**src/rtl/riscv_pkg.sv**
```systemverilog
// Shared RV32 fetch definitions: widths, NOP, major opcodes, buffer entry type,
// and a saturating add used by the optional performance counters.
package riscv_pkg;

  localparam int          XLEN      = 32;
  localparam logic [31:0] NOP_INSTR = 32'h00000013;

  localparam logic [6:0] OP_LOAD   = 7'b0000011;
  localparam logic [6:0] OP_STORE  = 7'b0100011;
  localparam logic [6:0] OP_R      = 7'b0110011;
  localparam logic [6:0] OP_I      = 7'b0010011;
  localparam logic [6:0] OP_BRANCH = 7'b1100011;
  localparam logic [6:0] OP_JAL    = 7'b1101111;
  localparam logic [6:0] OP_JALR   = 7'b1100111;
  localparam logic [6:0] OP_LUI    = 7'b0110111;
  localparam logic [6:0] OP_AUIPC  = 7'b0010111;

  typedef struct packed {
    logic [XLEN-1:0] pc;
    logic [31:0]     instr;
  } fetch_entry_t;

  // Counter add that sticks at all-ones instead of wrapping.
  function automatic logic [31:0] sat_add32(logic [31:0] a, logic [31:0] b);
    logic [32:0] s;
    s = {1'b0, a} + {1'b0, b};
    return s[32] ? 32'hFFFF_FFFF : s[31:0];
  endfunction

endpackage

```
**src/rtl/fetch_buf.sv**
```systemverilog
// Synchronous FIFO for fetched words. Flush empties it in one cycle; push and
// pop may coincide at any occupancy, including full.
module fetch_buf #(
  parameter int W     = 64,
  parameter int DEPTH = 2
) (
  input  logic                       clk,
  input  logic                       rst_n,
  input  logic                       flush,
  input  logic                       push,
  input  logic [W-1:0]               wdata,
  input  logic                       pop,
  output logic [W-1:0]               rdata,
  output logic [$clog2(DEPTH):0]     count,
  output logic                       empty
);
  localparam int AW = $clog2(DEPTH);
  localparam int CW = AW + 1;

  logic [W-1:0]  mem [DEPTH];
  logic [AW-1:0] wp, rp;
  logic          full, do_push, do_pop;

  assign empty   = (count == '0);
  assign full    = (count == CW'(DEPTH));
  assign do_pop  = pop && !empty;
  assign do_push = push && (!full || do_pop);
  assign rdata   = mem[rp];

  // Storage write; a flush cycle never stores.
  always_ff @(posedge clk) begin
    if (do_push && !flush) mem[wp] <= wdata;
  end

  // Pointer and occupancy tracking; flush wins over push/pop.
  always_ff @(posedge clk or negedge rst_n) begin
    if (!rst_n) begin
      wp    <= '0;
      rp    <= '0;
      count <= '0;
    end else if (flush) begin
      wp    <= '0;
      rp    <= '0;
      count <= '0;
    end else begin
      if (do_push) wp <= wp + AW'(1);
      if (do_pop)  rp <= rp + AW'(1);
      count <= count + CW'(do_push) - CW'(do_pop);
    end
  end

endmodule

```
**src/rtl/fetch_stage.sv**
```systemverilog
// Instruction fetch stage: owns the PC, issues in-order imem requests under a
// credit limit of BUF_DEPTH, buffers returned words, hands them to decode.
// Redirects flush the buffer and turn every outstanding response into a drop.
// Optional FETCH_PERF_EN adds perf_fetched / perf_flushed counters.
module fetch_stage import riscv_pkg::*; #(
  parameter int              XLEN      = riscv_pkg::XLEN,
  parameter logic [XLEN-1:0] RESET_PC  = '0,
  parameter int              BUF_DEPTH = 2
) (
  input  logic            clk,
  input  logic            rst_n,
  output logic            imem_req_valid,
  input  logic            imem_req_ready,
  output logic [XLEN-1:0] imem_addr,
  input  logic            imem_rsp_valid,
  input  logic [31:0]     imem_rdata,
  input  logic            redirect_valid,
  input  logic [XLEN-1:0] redirect_pc,
  output logic            id_valid,
  input  logic            id_ready,
  output logic [31:0]     id_instr,
  output logic [XLEN-1:0] id_pc
`ifdef FETCH_PERF_EN
  ,
  output logic [31:0]     perf_fetched,
  output logic [31:0]     perf_flushed
`endif
);
  localparam int            CW      = $clog2(BUF_DEPTH) + 1;
  localparam logic [CW:0]   DEPTH_C = (CW+1)'(BUF_DEPTH);

  logic [XLEN-1:0] pc;        // next address to request
  logic [XLEN-1:0] rsp_pc;    // PC belonging to the next kept response
  logic [CW-1:0]   inflight;  // all outstanding requests, stale ones included
  logic [CW-1:0]   drop;      // outstanding responses to discard
  logic [CW-1:0]   count;
  logic [CW:0]     occ;
  logic            run;       // holds req_valid low for the first cycle out of reset
  logic            accept, keep, pop, empty;
  logic [XLEN-1:0] tgt;
  fetch_entry_t    wr_entry, head;

  assign tgt            = redirect_pc & ~XLEN'(3);
  assign occ            = {1'b0, inflight} + {1'b0, count};
  assign imem_req_valid = run && !redirect_valid && (occ < DEPTH_C);
  assign imem_addr      = pc;
  assign accept         = imem_req_valid && imem_req_ready;
  assign keep           = imem_rsp_valid && !redirect_valid && (drop == '0);

  assign wr_entry.pc    = rsp_pc;
  assign wr_entry.instr = imem_rdata;

  assign id_valid = !empty;
  assign pop      = id_valid && id_ready;
  assign id_instr = empty ? NOP_INSTR : head.instr;
  assign id_pc    = empty ? '0 : head.pc;

  fetch_buf #(.W($bits(fetch_entry_t)), .DEPTH(BUF_DEPTH)) u_buf (
    .clk   (clk),
    .rst_n (rst_n),
    .flush (redirect_valid),
    .push  (keep),
    .wdata (wr_entry),
    .pop   (pop),
    .rdata (head),
    .count (count),
    .empty (empty)
  );

  // PC, response PC and credit/drop bookkeeping; redirect overrides everything.
  always_ff @(posedge clk or negedge rst_n) begin
    if (!rst_n) begin
      pc       <= RESET_PC;
      rsp_pc   <= RESET_PC;
      inflight <= '0;
      drop     <= '0;
      run      <= 1'b0;
    end else begin
      run <= 1'b1;
      if (redirect_valid) begin
        pc       <= tgt;
        rsp_pc   <= tgt;
        inflight <= inflight - CW'(imem_rsp_valid);
        drop     <= inflight - CW'(imem_rsp_valid);
      end else begin
        if (accept) pc     <= pc + XLEN'(4);
        if (keep)   rsp_pc <= rsp_pc + XLEN'(4);
        inflight <= inflight + CW'(accept) - CW'(imem_rsp_valid);
        if (imem_rsp_valid && drop != '0) drop <= drop - CW'(1);
      end
    end
  end

`ifdef FETCH_PERF_EN
  logic [31:0] flush_inc;

  // Words lost this cycle: unpopped buffer contents plus any discarded response.
  always_comb begin
    flush_inc = '0;
    if (redirect_valid)
      flush_inc = 32'(count) - 32'(pop) + 32'(imem_rsp_valid);
    else if (imem_rsp_valid && drop != '0)
      flush_inc = 32'd1;
  end

  // Saturating delivery / discard counters.
  always_ff @(posedge clk or negedge rst_n) begin
    if (!rst_n) begin
      perf_fetched <= '0;
      perf_flushed <= '0;
    end else begin
      perf_fetched <= sat_add32(perf_fetched, 32'(pop));
      perf_flushed <= sat_add32(perf_flushed, flush_inc);
    end
  end
`endif

endmodule

```
**config.mk**
```make
export PLATFORM = sky130hd
export DESIGN_NAME = fetch_stage
export DESIGN_NICKNAME = d
export VERILOG_FILES = /design/src/rtl/riscv_pkg.sv /design/src/rtl/fetch_buf.sv /design/src/rtl/fetch_stage.sv
export SDC_FILE = /design/constraint.sdc
export NUM_CORES = 1
export LEC_CHECK = 0
export ABC_AREA = 0
export BUFFER_PORTS_ARGS = -buffer_cell sky130_fd_sc_hd__clkbuf_2
export CAP_MARGIN = 15
export CORE_UTILIZATION = 62
export CTS_BUF_LIST = sky130_fd_sc_hd__clkbuf_8
export DETAILED_ROUTE_END_ITERATION = 10
export MAX_ROUTING_LAYER = met4
export PLACE_DENSITY = 0.88
export RECOVER_POWER = 100
export SLEW_MARGIN = 20
export SYNTH_ARGS = -nofsm -noshare
export SYNTH_HDL_FRONTEND = slang
export SYNTH_SLANG_ARGS = --single-unit
```
**constraint.sdc**
```tcl
create_clock -name clk -period 10.92 [get_ports clk]
set_clock_uncertainty 0.15 [all_clocks]
set_input_delay 1.092 -clock clk [delete_from_list [all_inputs] [get_ports clk]]
set_output_delay 1.092 -clock clk [all_outputs]
set_load 0.005 [all_outputs]
```
== Word-level counts from Yosys, hierarchy flattened ==
Memories as Yosys holds them, arrays and structs flattened.
Index checks and enable logic that the tools add are counted.

* Bits in writable memories: 128
* Latch bits: 0
* ROM bits: 0
* Register bits: 73
* Memories: 1
* Logic and storage cells: 60

* Add/sub/neg operators: 11
* Reductions and logical operators: 22
* Multiplexer cells: 16
* Magnitude comparators: 1
* Bitwise operators: 0
* Shift operators: 0
* Div/mod/pow operators: 0
* Equality and inequality tests: 1
* $mul: 0

{| class="wikitable"
|+ Memories
! name !! words !! bits a word !! read ports !! clocked after memory_dff !! write ports !! line !! RTL
|-
| u_buf.mem || 2 || 64 || 1 || 0 || 1 || fetch_buf.sv:20 || <nowiki>logic [W-1:0] mem [DEPTH];</nowiki>
|}

{| class="wikitable"
|+ Operators with widths
! cell !! number
|-
| 2-to-1 mux 32 bit || 6
|-
| adder 32 x 3 -> 32 bit (second input constant) || 2
|-
| nonzero test 2 bit || 6
|-
| logical AND 1 bit || 10
|-
| 2-to-1 mux 2 bit || 4
|-
| 2-to-1 mux 1 bit || 6
|-
| subtractor 2 x 1 -> 2 bit || 3
|-
| adder 2 x 1 -> 2 bit || 2
|-
| logical NOT 2 bit || 2
|-
| adder 2 x 2 -> 3 bit || 1
|-
| logical NOT 1 bit || 3
|-
| < comparator 3 x 2 -> 1 bit (second input constant) || 1
|-
| adder 1 bit (second input constant) || 2
|-
| == test 2 bit (second input constant) || 1
|-
| subtractor 2 x 1 -> 2 bit (second input constant) || 1
|-
| logical OR 1 bit || 1
|}

== Depth between registers and ports, before layout ==
Gate-level depths: netlist of run 1.

* Depth after elaboration: 9
* Mapped depth: 14
* Depth with buffers taken out: 12

== Hierarchy ==
From an unflattened synthesis of run 1, not the netlist that was laid out.

* Cells, all modules: 768
* Area, all modules: 9379.0 µm²

{| class="wikitable"
|+ By module, submodules not included
! module !! seq. area each (µm²) !! instances !! cells each !! area an instance (µm²)
|-
| fetch_buf || 3943.8 || 1 || 221 || 4855.9
|-
| fetch_stage || 1626.6 || 1 || 547 || 4523.1
|}

== Worst setup path after synthesis of run 1 ==
No wires, ideal clock.

* Path type: input -> register
* From: in imem_rsp_valid
* To: mem u_buf.mem[0][0] (enable)
* Library setup time: 490 ps
* Stages: 4
* Slack: 5852 ps
* Buffers on the path: 1
* Data arrival time: 4428 ps
* Required time: 10280 ps
* Cells stage by stage: and2_1 > clkbuf_1 > o311a_1 > nor2b_1

* Cells in the longest elaborated chain, start to end: 6

{| class="wikitable"
|+ Ends and longest elaborated chain
! element !! line !! RTL
|-
| start: declaration || fetch_stage.sv:15 || <nowiki>input logic imem_rsp_valid,</nowiki>
|-
| logical AND 1 bit (2 in a row) || fetch_stage.sv:48 || <nowiki>assign keep = imem_rsp_valid && !redirect_valid && (drop == '0);</nowiki>
|-
| logical AND 1 bit || fetch_buf.sv:27 || <nowiki>assign do_push = push && (!full || do_pop);</nowiki>
|-
| logical AND 1 bit || fetch_buf.sv:32 || <nowiki>if (do_push && !flush) mem[wp] <= wdata;</nowiki>
|-
| 2-to-1 mux 1 bit || fetch_buf.sv:32 ||
|-
| 2-to-1 mux 1 bit (implied by the code) || fetch_buf.sv:32 ||
|-
| end: declaration || fetch_buf.sv:20 ||
|}

Every way passes these cells.

== Worst setup path in the final report of run 1 ==
* From: in redirect_valid
* To: mem u_buf.mem[1][51] (enable)

* Cells in the longest elaborated chain, start to end: 7

{| class="wikitable"
|+ Ends and longest elaborated chain
! element !! line !! RTL
|-
| start: declaration || fetch_stage.sv:17 || <nowiki>input logic redirect_valid,</nowiki>
|-
| logical NOT 1 bit (*) || fetch_buf.sv:32, fetch_stage.sv:48 ||
|-
| logical AND 1 bit (2 in a row) || fetch_stage.sv:48 ||
|-
| logical AND 1 bit || fetch_buf.sv:27 ||
|-
| logical AND 1 bit (*) || fetch_buf.sv:32 ||
|-
| 2-to-1 mux 1 bit (*) || fetch_buf.sv:32 ||
|-
| 2-to-1 mux 1 bit (implied by the code) (*) || fetch_buf.sv:32 ||
|}

Mark *: on every way between the ends. The rest lies on a longest branch, timed or not.

==> results of run 1 <==
## metrics by stage
| stage | utilization (%) | cells |
|---|---|---|
| 3_5_place_dp | 71.5 | 993 |
| 4_1_cts | 74.6 | 1025 |
| 6_report | 73.7 | 1025 |
| 5_1_grt | 73.7 | 1025 |
| 2_1_floorplan | - | 686 |
| 3_3_place_gp | 71.5 | 993 |
## cell type report
class	count	area, µm²	area share, %
inverters	21	78.8	0.798
repair buffers	166	754	7.64
clock inverters	12	138	1.39
flip-flops and latches	193	5450	55.2
well taps	176	220	2.23
clock buffers	20	275	2.79
multi-input cells	437	2960	29.9
## cell families (layout without fill, tap and decap cells)
group                    after synthesis  after routing  synth area share, %
multiplexers                          71             71                 8.34
AND/OR/NAND/NOR                      230            230                 14.0
flip-flops                           193            193                 63.1
XOR/XNOR                              44             44                 4.46
adder cells (fa/ha/maj)                9              9                 1.39
other                                  2              5               0.0869
buffers and inverters                 56            219                 2.72
AO/OA/AOI/OAI                         78             78                 5.97
## final timing paths
check	startpoint	to	slack (ps)	cells after the start
setup / recovery	redirect_valid	u_buf.mem[1][51]$_DFFE_PP_	5080	6
hold / removal	rsp_pc[26]$_DFFE_PN0N_	u_buf.mem[0][58]$_DFFE_PP_	390	0
setup reg to reg	u_buf.count[0]$_DFF_PN0_	inflight[1]$_DFF_PN0_	6670	12
hold reg to reg	rsp_pc[26]$_DFFE_PN0N_	u_buf.mem[0][58]$_DFFE_PP_	390	0
max in group asynchronous	rst_n	u_buf.rp$_DFFE_PN0P_	6170	2
min in group asynchronous	rst_n	imem_addr[5]$_DFFE_PN0P_	1850	2
## flip-flops by register name, indices dropped and copies added, names as in the netlist
signal / cells
inflight: 2
u_buf.count: 2
u_buf.wp: 1
rsp_pc: 30
u_buf.mem: 124
drop: 2
run: 1
u_buf.rp: 1
imem_addr: 30
## power breakdown
group / internal (mW) / switching (mW)
Combinational: 0.210 / 0.237
Clock: 0.242 / 0.235
Sequential: 0.853 / 0.106
## metal layers
metal	up-vias	routed length (µm)
li1	2779	-
met2	304	8490
met1	2836	7770
met4	0	258
met3	27	1600
met5	-	0
## worst max-delay path: stages
cell	delay, ps
clkbuf_2	70
clkbuf_1	1890
clkinv_1	1670
o311a_1	450
and2_2	210
buf_4	350
## synthesized netlist by cell type (2+ instances only)
library cell  instances
a21boi_0              8
a21oi_1               7
a311o_1               2
a31oi_1               2
and2_1                3
and3_1                9
and4_1                8
buf_1                 7
buf_2                 2
buf_4                 4
clkbuf_1             21
conb_1                2
dfrtp_1              69
edfxtp_1            124
ha_1                  8
inv_1                20
mux2_2                8
mux2i_1              63
nand2_1              48
nand2b_1              5
nand3_1              24
nand4_1              16
nand4_2               2
nor2_1               80
nor2b_1               3
nor3_1                5
nor3_2                6
nor4_1                7
nor4_4                3
o211ai_1             12
o21ai_0              19
o21ai_1              11
o311ai_0             10
or2_2                 2
or4_1                 2
xnor2_1              29
xor2_1               15
==> impl_results.md, run 1 <==
* CP max FO at 67
* Arrival time at the worst endpoint at 5790 ps
* Post-synth EDFFs at between 100 and 150
* Critical path startpoint category: primary input
* CTS buffer count at 17
* Worst vdd ir at 0.121 mV
* Worst slew pin tran at approximately 3700 ps
* Setup Buffers After CTS at 0
* Die width at 120 µm
* # Max-Cap Violations at 3
* Initial antenna violation count at 0
* FP Rows at 42
* Pre-CTS setup slack at between 6000 and 7000 ps
* Min Hold Slack at 387 ps
* Synth async-reset ratio at 35.8%
* Clk buf depth at 2
* Wire per inst at 17.7 µm
* Ranking of synthesized cells by area: edfxtp_1 (43%), dfrtp_1 (20%), mux2i_1 (7.3%), nor2_1 (3.5%), xnor2_1 (2.9%)
* Met2 Use GR at roughly two fifths
* Global-route wire length before repair at 28.4 mm
* Met1 track demand over resource at around 38%
* Sum Neg Setup Slack at 0 ps
* Ant diodes at 0
* Crit end category: register
* Vias in the first global route at approximately 5600
* Placed inst area at 9580 µm²
* P per Cell Area at 191 nW/µm²
* Unique masters post-synth at 54
* CP required at 10880 ps
* Starting Density at 64.5%
* Top FF cell, synth: edfxtp_1
* Slew HR at -147%
* Total die area at 14400 µm²
* Core area at approximately 13000 µm²
* Met3 Use GR at 4.61%
* Vias per cell at roughly 5.8
* P_leak at 3.67 nW
* H-tree Lvls at 4
* Commonest cells after routing, fill and taps aside: edfxtp_1 (124), clkbuf_2 (99), nor2_1 (79)
* Final hold vios at 0
* Vias after detailed routing at 5946
* HP Class: reg -> reg
* Failing checks: max-capacitance violations, max-slew violations
* Initial DRC count at 707
* GP Congestion at 0.873
* Final antenna-violating net count at 0
* Io pins at 168
* CTS tree: yes
* Final HPWL DP at about 12 mm
* DRC at 0
* Avg Cell Area, Syn at 12.7 µm²
* Sequential fraction of the synthesis area at between 60 and 70%
* Drt total wl at 18.1 mm
* Tcrit/Tclk final at between 50 and 60%
* Layout cell share with drive strength beyond 1 at 18.4%
* Worst-skew pair later-pin latency at 450 ps
* Clk sinks at 193
* Clock Tree Root: clkbuf_8
* #FFs+latches synth at 193
* Syn Std Cell Area at 8640 µm²
* Fillers at 934
* DR pass1 iterations at 6
* # port buffers at 161
* Total congestion overflow at 0
* Setup violations, final at 0
* Unrepaired setup endpoints after global routing: no
* Final worst slack at 5080 ps
* Cts repair resizes at 0
* Layout area overhead at 14.3%
* Global route hottest layer: met2
* Most common cell after layout, fill and taps aside: edfxtp_1
* Achievable frequency at 0.171 GHz
* Clock-pin slew on the worst setup and hold paths at about 90 ps
* Largest net degree at the start of global routing at 70
* GR Util All Layers at between 20% and 30%
* Critical path type: in -> reg
* Hold_buf cts at 0
* Crit path time final at 5840 ps
* Final Power at 1.88 mW
* Synth top area share at 43.1%
* Final Cell Area at roughly 9900 µm²
* Cell count after synthesis at 683
* YS warnings at 0
* Status: finished, violations left
* Count of final max-slew check failures at 200
* Nets at 915
* Yosys top cell by area: edfxtp_1
* Die extent in y at 120 µm
Note: power is estimated with default switching activity, not from simulation.
==> run 2: changes to the inputs <==
--- a/config.mk
+++ b/config.mk
@@ -5,14 +5,14 @@
 export SDC_FILE = /design/constraint.sdc
 export NUM_CORES = 1
 export LEC_CHECK = 0
-export ABC_AREA = 0
+export ABC_AREA = 1
 export BUFFER_PORTS_ARGS = -buffer_cell sky130_fd_sc_hd__clkbuf_2
 export CAP_MARGIN = 15
-export CORE_UTILIZATION = 62
+export CORE_UTILIZATION = 53
 export CTS_BUF_LIST = sky130_fd_sc_hd__clkbuf_8
 export DETAILED_ROUTE_END_ITERATION = 10
 export MAX_ROUTING_LAYER = met4
-export PLACE_DENSITY = 0.88
+export PLACE_DENSITY = 0.79
 export RECOVER_POWER = 100
 export SLEW_MARGIN = 20
 export SYNTH_ARGS = -nofsm -noshare
==> constraint.sdc (replaced) <==
create_clock -name clk -period 5.3 [get_ports clk]
set_clock_uncertainty 0.15 [all_clocks]
set_input_delay 0.53 -clock clk [delete_from_list [all_inputs] [get_ports clk]]
set_output_delay 0.53 -clock clk [all_outputs]
set_load 0.005 [all_outputs]
==> impl_results.md, run 2 <==
* Cts repair resizes at 0 (unchanged)
* Initial DRC count at 686 (-3.0%)
* Worst-skew pair later-pin latency at 470 ps (+20 ps)
* Reg with most FFs: u_buf.mem
* Hold-critical path depth at 1 (+1)
* Clk buf depth at 2 (unchanged)
* Cell count after placement at 1399 (+41%)
* Worst reg-to-reg path cell count at 10 (-2)
* CP required at 5240 ps (-5640 ps)
* Combinational share of power at 28.9% (+5.2 points)
* Clock-pin slew on the worst setup and hold paths at 100 ps (about the same)
* Internal power at 2.64 mW (+100%)
* Reg area at 5450 µm² (about the same)
* Cell count after synthesis at 1041 (+52%)
* Ranking of synthesized cells by area: edfxtp_1 (39%), dfrtp_1 (18%), nand2_1 (14%), inv_1 (3.9%), a21oi_1 (3.8%)
* Worst slew pin tran at 1900 ps (-1810 ps)
* Synth Area in Simple Gates at 24.7% (+11 points)
* Mux share of post-synthesis cell area at 0% (-8.3 points)
* Arrival time at the worst endpoint at 4050 ps (-1740 ps)
* Failing checks: max-capacitance violations, max-slew violations
* Sum Neg Setup Slack at 0 ps (unchanged)
* HP Class: in -> reg
* Clk sinks at 193 (unchanged)
* Synth top area share at 39.4% (-3.7 points)
* Largest net degree at the start of global routing at 70 (unchanged)
* YS warnings at 0 (unchanged)
* Critical path type: in -> reg
* Setup Buffers After CTS at 0 (unchanged)
* Die extent in y at 136 µm (+13%)
* Worst vdd ir at 0.191 mV (+58%)
* Footprint of the multi-input gates at 3410 µm² (+15%)
* Io pins at 168 (unchanged)
* Commonest cells after routing, fill and taps aside: nand2_1 (344), edfxtp_1 (124), inv_1 (100)
* Layout area overhead at 13.1%
* Most common cell after layout, fill and taps aside: nand2_1
* Total die area at 18400 µm² (+27%)
* Setup violations, final at 0 (unchanged)
* Final antenna-violating net count at 0 (unchanged)
* CP max FO at 42 (-37%)
* Crit path time final at 4110 ps
* RR Startpoint: u_buf.count[0]$_DFF_PN0_
* Achievable frequency at 0.243 GHz
* Layout Utilization at 61.6% (-12 points)
* Worst r2r dst: imem_addr[10]$_DFFE_PN0P_
* Critical path startpoint category: primary input
* Slack of the worst reg-to-reg path at 1270 ps (-5400 ps)
* H-tree Lvls at 4 (unchanged)
* Layout cell share with drive strength beyond 1 at 13.7% (-4.7 points)
* Max FFs per register at 124 (unchanged)
* GR Util All Layers at 26.3% (-0.26 points)
* DR pass1 iterations at 5 (-1)
* Final Power at 4.19 mW (+120%)
* Synth Area in XOR/XNOR at 2.13% (-2.3 points)
* # Max-Cap Violations at 3 (unchanged)
* Synth top cells by count: nand2_1 (343), edfxtp_1 (124), inv_1 (98), a21oi_1 (71), dfrtp_1 (69)
* Avg Cell Area, Syn at 9.08 µm² (-28%)
* Core area at 17400 µm² (+30%)
* # port buffers at 161 (unchanged)
* Clock share of power at 22.5% (-2.9 points)
* #FFs+latches synth at 193 (unchanged)
* Final HPWL DP at 15.7 mm (+29%)
* Psw at 1.56 mW (+170%)
* Cell with the most instances after synthesis: nand2_1
* P per Cell Area at 393 nW/µm² (+110%)
* Fillers at 1520 (+63%)
* Hold path start: imem_rdata[12]
* Non-Filler Instances at 1430 (+40%)
* Count of final max-slew check failures at 128 (-36%)
* CTS tree: yes
* Largest family of logic cells by synthesized area: simple AND/OR/NAND/NOR gates
* Wire per inst at 15.8 µm (-11%)
* Vias in the first global route at 7306 (+30%)
* Drt total wl at 22.6 mm (+24%)
* Unique masters post-synth at 38 (-30%)
* Register share of total power at 48.7% (-2.2 points)
* Ant diodes at 0 (unchanged)
* Top FF cell, synth: edfxtp_1
* Sw Share at 37.1% (+6.4 points)
* Post-synth EDFFs at 124 (unchanged)
* Slew HR at -26.9% (+120 points)
* Final hold vios at 0 (unchanged)
* Yosys top cell by area: edfxtp_1
* Vias after detailed routing at 7597 (+28%)
* Min-Delay Endpoint: u_buf.mem[1][12]$_DFFE_PP_
* Nets at 1272 (+39%)
* CTS buffer count at 17 (unchanged)
* Starting Density at 54.4% (-10 points)
* Crit end category: register
* Compound-Gate Fraction of Synth Area at 7.87% (+1.9 points)
* Synth async-reset ratio at 35.8% (unchanged)
* Total congestion overflow at 0 (unchanged)
* Status: finished, violations left
* Unrepaired setup endpoints after global routing: no
* Global-route wire length before repair at 35.9 mm (+26%)
* GP Congestion at 0.918 (+5.1%)
* Min Hold Slack at 95.2 ps (-292 ps)
* Adder-Cell Fraction of Synth Area at 1.27% (-0.12 points)
* Hold_buf cts at 0 (unchanged)
* Sequential fraction of the synthesis area at 57.7% (-5.4 points)
* Initial antenna violation count at 0 (unchanged)
* Die width at 136 µm (+13%)
* Vias per cell at 5.31 (-8.4%)
* FP Rows at 48 (+14%)
* P_leak at 4.49 nW (+22%)
* Tcrit/Tclk final at approximately 78%
* Clock Tree Root: clkbuf_8
* Syn Std Cell Area at 9450 µm² (+9.3%)
* DRC at 0 (unchanged)
## run 2: cell count changes in the layout (fill, tap and decap cells not counted), sizes merged, moves of 9 or more
| cell | before | now |
|---|---|---|
| nor4 | 10 | 0 |
| nand3 | 25 | 70 |
| a21oi | 7 | 71 |
| xnor2 | 29 | 5 |
| o311ai | 10 | 1 |
| nand2 | 48 | 353 |
| inv | 25 | 108 |
| mux2i | 63 | 0 |
## run 2: worst max-delay path by stage
stage                                        start                         end  cells after the start
after floorplan                     redirect_valid   u_buf.mem[1][0]$_DFFE_PP_                      4
after global placement              redirect_valid   u_buf.mem[1][6]$_DFFE_PP_                      5
after detailed placement            redirect_valid   u_buf.mem[1][1]$_DFFE_PP_                      5
after CTS                     u_buf.rp$_DFFE_PN0P_                id_instr[14]                      5
after global routing      u_buf.count[0]$_DFF_PN0_   imem_addr[10]$_DFFE_PN0P_                     10
final                               redirect_valid  u_buf.mem[0][11]$_DFFE_PP_                      5
## run 2: critical path, stage by stage
cell and delay (ps):
clkbuf_1 710, nor2_1 1190, nand2_1 390, nor2_4 430
clkbuf_1 770
## run 2: metrics by stage
| step | cell area [µm²] | setup slack [ps] |
|---|---|---|
| floorplan | 9460 | 1100 |
| global placement | 10400 | 1630 |
| detailed placement | 10400 | 1530 |
| CTS | 10800 | 1990 |
| global route | 10700 | 911 |
| finish | 10700 | 1190 |
## run 2: per-layer routing
metal / global-route usage [%] / vias to the layer above / wire length, µm
li1: - / 3721 / -
met5: - / - / 0
met1: 34.7 / 3538 / 10000
met3: 4.45 / 31 / 1600
met2: 41.4 / 307 / 10600
met4: 8.99 / 0 / 341
## run 2: final cells by class
cell class / count / share of cell area (%)
sequential: 193 / 51.0
multi-input combinational: 710 / 31.9
timing repair buffer: 169 / 7.19
inverter: 102 / 3.61
tap: 225 / 2.63
clock buffer: 17 / 2.19
clock inverter: 14 / 1.42
## run 2: kinds of logic (layout without fill, tap and decap cells)
family / Yosys count / after routing
xor gates and xnor gates: 23 / 23
AOI/OAI and AO/OA: 133 / 133
DFF: 193 / 193
other: 2 / 5
adders and majority gates: 9 / 9
and+or+nand+nor: 540 / 540
buffers and inverters: 141 / 302
## run 2: power groups by stage
stage / Clock (mW) / Sequential, mW / Combinational [mW]
5_1_grt: 1.02 / 2.07 / 1.38
3_3_place_gp: 0 / 2.05 / 1.21
3_5_place_dp: 0 / 2.07 / 1.24
6_report: 0.942 / 2.04 / 1.21
4_1_cts: 0.961 / 2.04 / 1.25
2_1_floorplan: 0 / 2.01 / 0.794
==> run 3: changes to the inputs <==
==> constraint.sdc (replaced) <==
create_clock -name clk -period 3.3 [get_ports clk]
set_clock_uncertainty 0.15 [all_clocks]
set_input_delay 0.33 -clock clk [delete_from_list [all_inputs] [get_ports clk]]
set_output_delay 0.33 -clock clk [all_outputs]
set_load 0.005 [all_outputs]
==> impl_results.md, run 3 (synthesis gave the netlist of run 2 again) <==
* Vias after detailed routing at 7850 (+3.3%)
* Clock Tree Root: clkbuf_8
* Core area at 17400 µm² (unchanged)
* Status: finished, violations left
* CTS buffer count at 17 (unchanged)
* Most common cell after layout, fill and taps aside: nand2_1
* Sum Neg Setup Slack at 0 ps (unchanged)
* Final antenna-violating net count at 0 (unchanged)
* P per Cell Area at 601 nW/µm² (+53%)
* Wire per inst at 15.7 µm (-0.20%)
* Met3 Use GR at 4.45% (unchanged)
* Non-Filler Instances at 1486 (+3.9%)
* Tcrit/Tclk final at 87.1%
* DRC at 0 (unchanged)
* Final HPWL DP at 16.0 mm (+1.8%)
* Layout area overhead at 18.5%
* FP Rows at 48 (unchanged)
* DR pass1 iterations at 6 (+1)
* Starting Density at 54.4% (unchanged)
* Critical path type: in -> reg
* Crit end category: register
* HP Class: in -> reg
* Final worst slack at 424 ps (-764 ps)
* Final Cell Area at 11200 µm² (+4.8%)
* Ant diodes at 0 (unchanged)
* Worst slew pin tran at 2010 ps (+109 ps)
* Initial DRC count at 560 (-18%)
* Drt total wl at 23.4 mm (+3.7%)
* Final Power at 6.73 mW (+60%)
* Global-route wire length before repair at 37.3 mm (+4.0%)
* GR Util All Layers at 27.2% (+0.87 points)
* Nets at 1327 (+4.3%)
* Layout Utilization at 64.5% (+3.0 points)
* Layout cell share with drive strength beyond 1 at 12.6% (-1.1 points)
* Commonest cells after routing, fill and taps aside: nand2_1 (344), edfxtp_1 (124), inv_1 (100)
* Slew HR at -34.0% (-7.1 points)
* Achievable frequency at 0.348 GHz
* CTS tree: yes
* Worst-skew pair later-pin latency at 470 ps (about the same)
* Worst vdd ir at 0.287 mV (+50%)
* Failing checks: max-capacitance violations, max-slew violations
* Met2 Use GR at 42.1% (+0.68 points)
* CP max FO at 35 (-17%)
* Initial antenna violation count at 0 (unchanged)
* Count of final max-slew check failures at 35 (-73%)
* Clk sinks at 193 (unchanged)
* Global route hottest layer: met2
* Die extent in y at 136 µm (unchanged)
* Unrepaired setup endpoints after global routing: no
* Met1 track demand over resource at 36.0% (+1.2 points)
* Io pins at 168 (unchanged)
* P_leak at 4.68 nW (+4.3%)
* Vias per cell at 5.28 (-0.56%)
* Clk buf depth at 2 (unchanged)
* Total congestion overflow at 0 (unchanged)
* Reg with most FFs: u_buf.mem
* Clock-pin slew on the worst setup and hold paths at 100 ps (about the same)
* # port buffers at 161 (unchanged)
* CP required at 3540 ps (-1700 ps)
* Final hold vios at 0 (unchanged)
* Min Hold Slack at 34.9 ps (-60.4 ps)
* Largest net degree at the start of global routing at 65 (-7.1%)
* Placed inst area at 10500 µm² (+0.91%)
* Setup Buffers After CTS at 0 (unchanged)
* GP Congestion at 0.923 (+0.51%)
* Max FFs per register at 124 (unchanged)
* Pre-CTS setup slack at 757 ps (-773 ps)
* Total die area at 18400 µm² (unchanged)
* # Max-Cap Violations at 1 (-2)
* Cell count after placement at 1405 (+0.43%)
* Vias in the first global route at 7554 (+3.4%)
* Crit path time final at 2880 ps
* H-tree Lvls at 4 (unchanged)
* Critical path startpoint category: primary input
* Arrival time at the worst endpoint at 3110 ps (-940 ps)
* Setup violations, final at 0 (unchanged)
* Die width at 136 µm (unchanged)
## run 3: worst paths after layout
path	slack [ps]	endpoint	start	cells past startpoint
worst max register to register	490	u_buf.mem[1][61]$_DFFE_PP_	drop[0]$_DFFE_PN0P_	8
worst max-delay path	420	imem_addr[9]$_DFFE_PN0P_	redirect_valid	7
worst min-delay path	30	imem_addr[10]$_DFFE_PN0P_	redirect_pc[10]	5
max in group asynchronous	1030	rsp_pc[20]$_DFFE_PN0N_	rst_n	2
min in group asynchronous	810	imem_addr[31]$_DFFE_PN0P_	rst_n	2
worst min register to register	370	u_buf.mem[1][62]$_DFFE_PP_	rsp_pc[30]$_DFFE_PN0N_	0
## run 3: report_power, final
part	switching (mW)	internal (mW)
logic	1.30	0.721
clock network	0.885	0.542
registers	0.340	2.94
total	2.53	4.20
## run 3: routing by layer
layer  vias up  routed length [µm]
met2       318               10900
met1      3648               10200
met5         -                   0
met4         0                 629
met3        56                1580
li1       3828                   -
## run 3: timing repair
| item | 4_1_cts | 5_1_grt |
|---|---|---|
| hold endpoints to repair | 120 | 0 |
| hold buffers | 49 | 0 |
| resized for setup | 0 | 0 |
## run 3: layout make-up
| type | instances | area, µm² |
|---|---|---|
| clock buffer | 17 | 234 |
| inverter | 102 | 385 |
| clock inverter | 15 | 126 |
| timing repair buffer | 224 | 1300 |
| tap | 225 | 282 |
| multi-input combinational | 710 | 3410 |
| fill | 1493 | 6160 |
| sequential | 193 | 5450 |
## run 3: worst max-delay path, stage by stage
cell           delay (ps)
dlygate4sd3_1         550
clkbuf_1              240
buf_4                 320
inv_1                 340
clkbuf_1              860
a22oi_1               230
o21ai_0               230
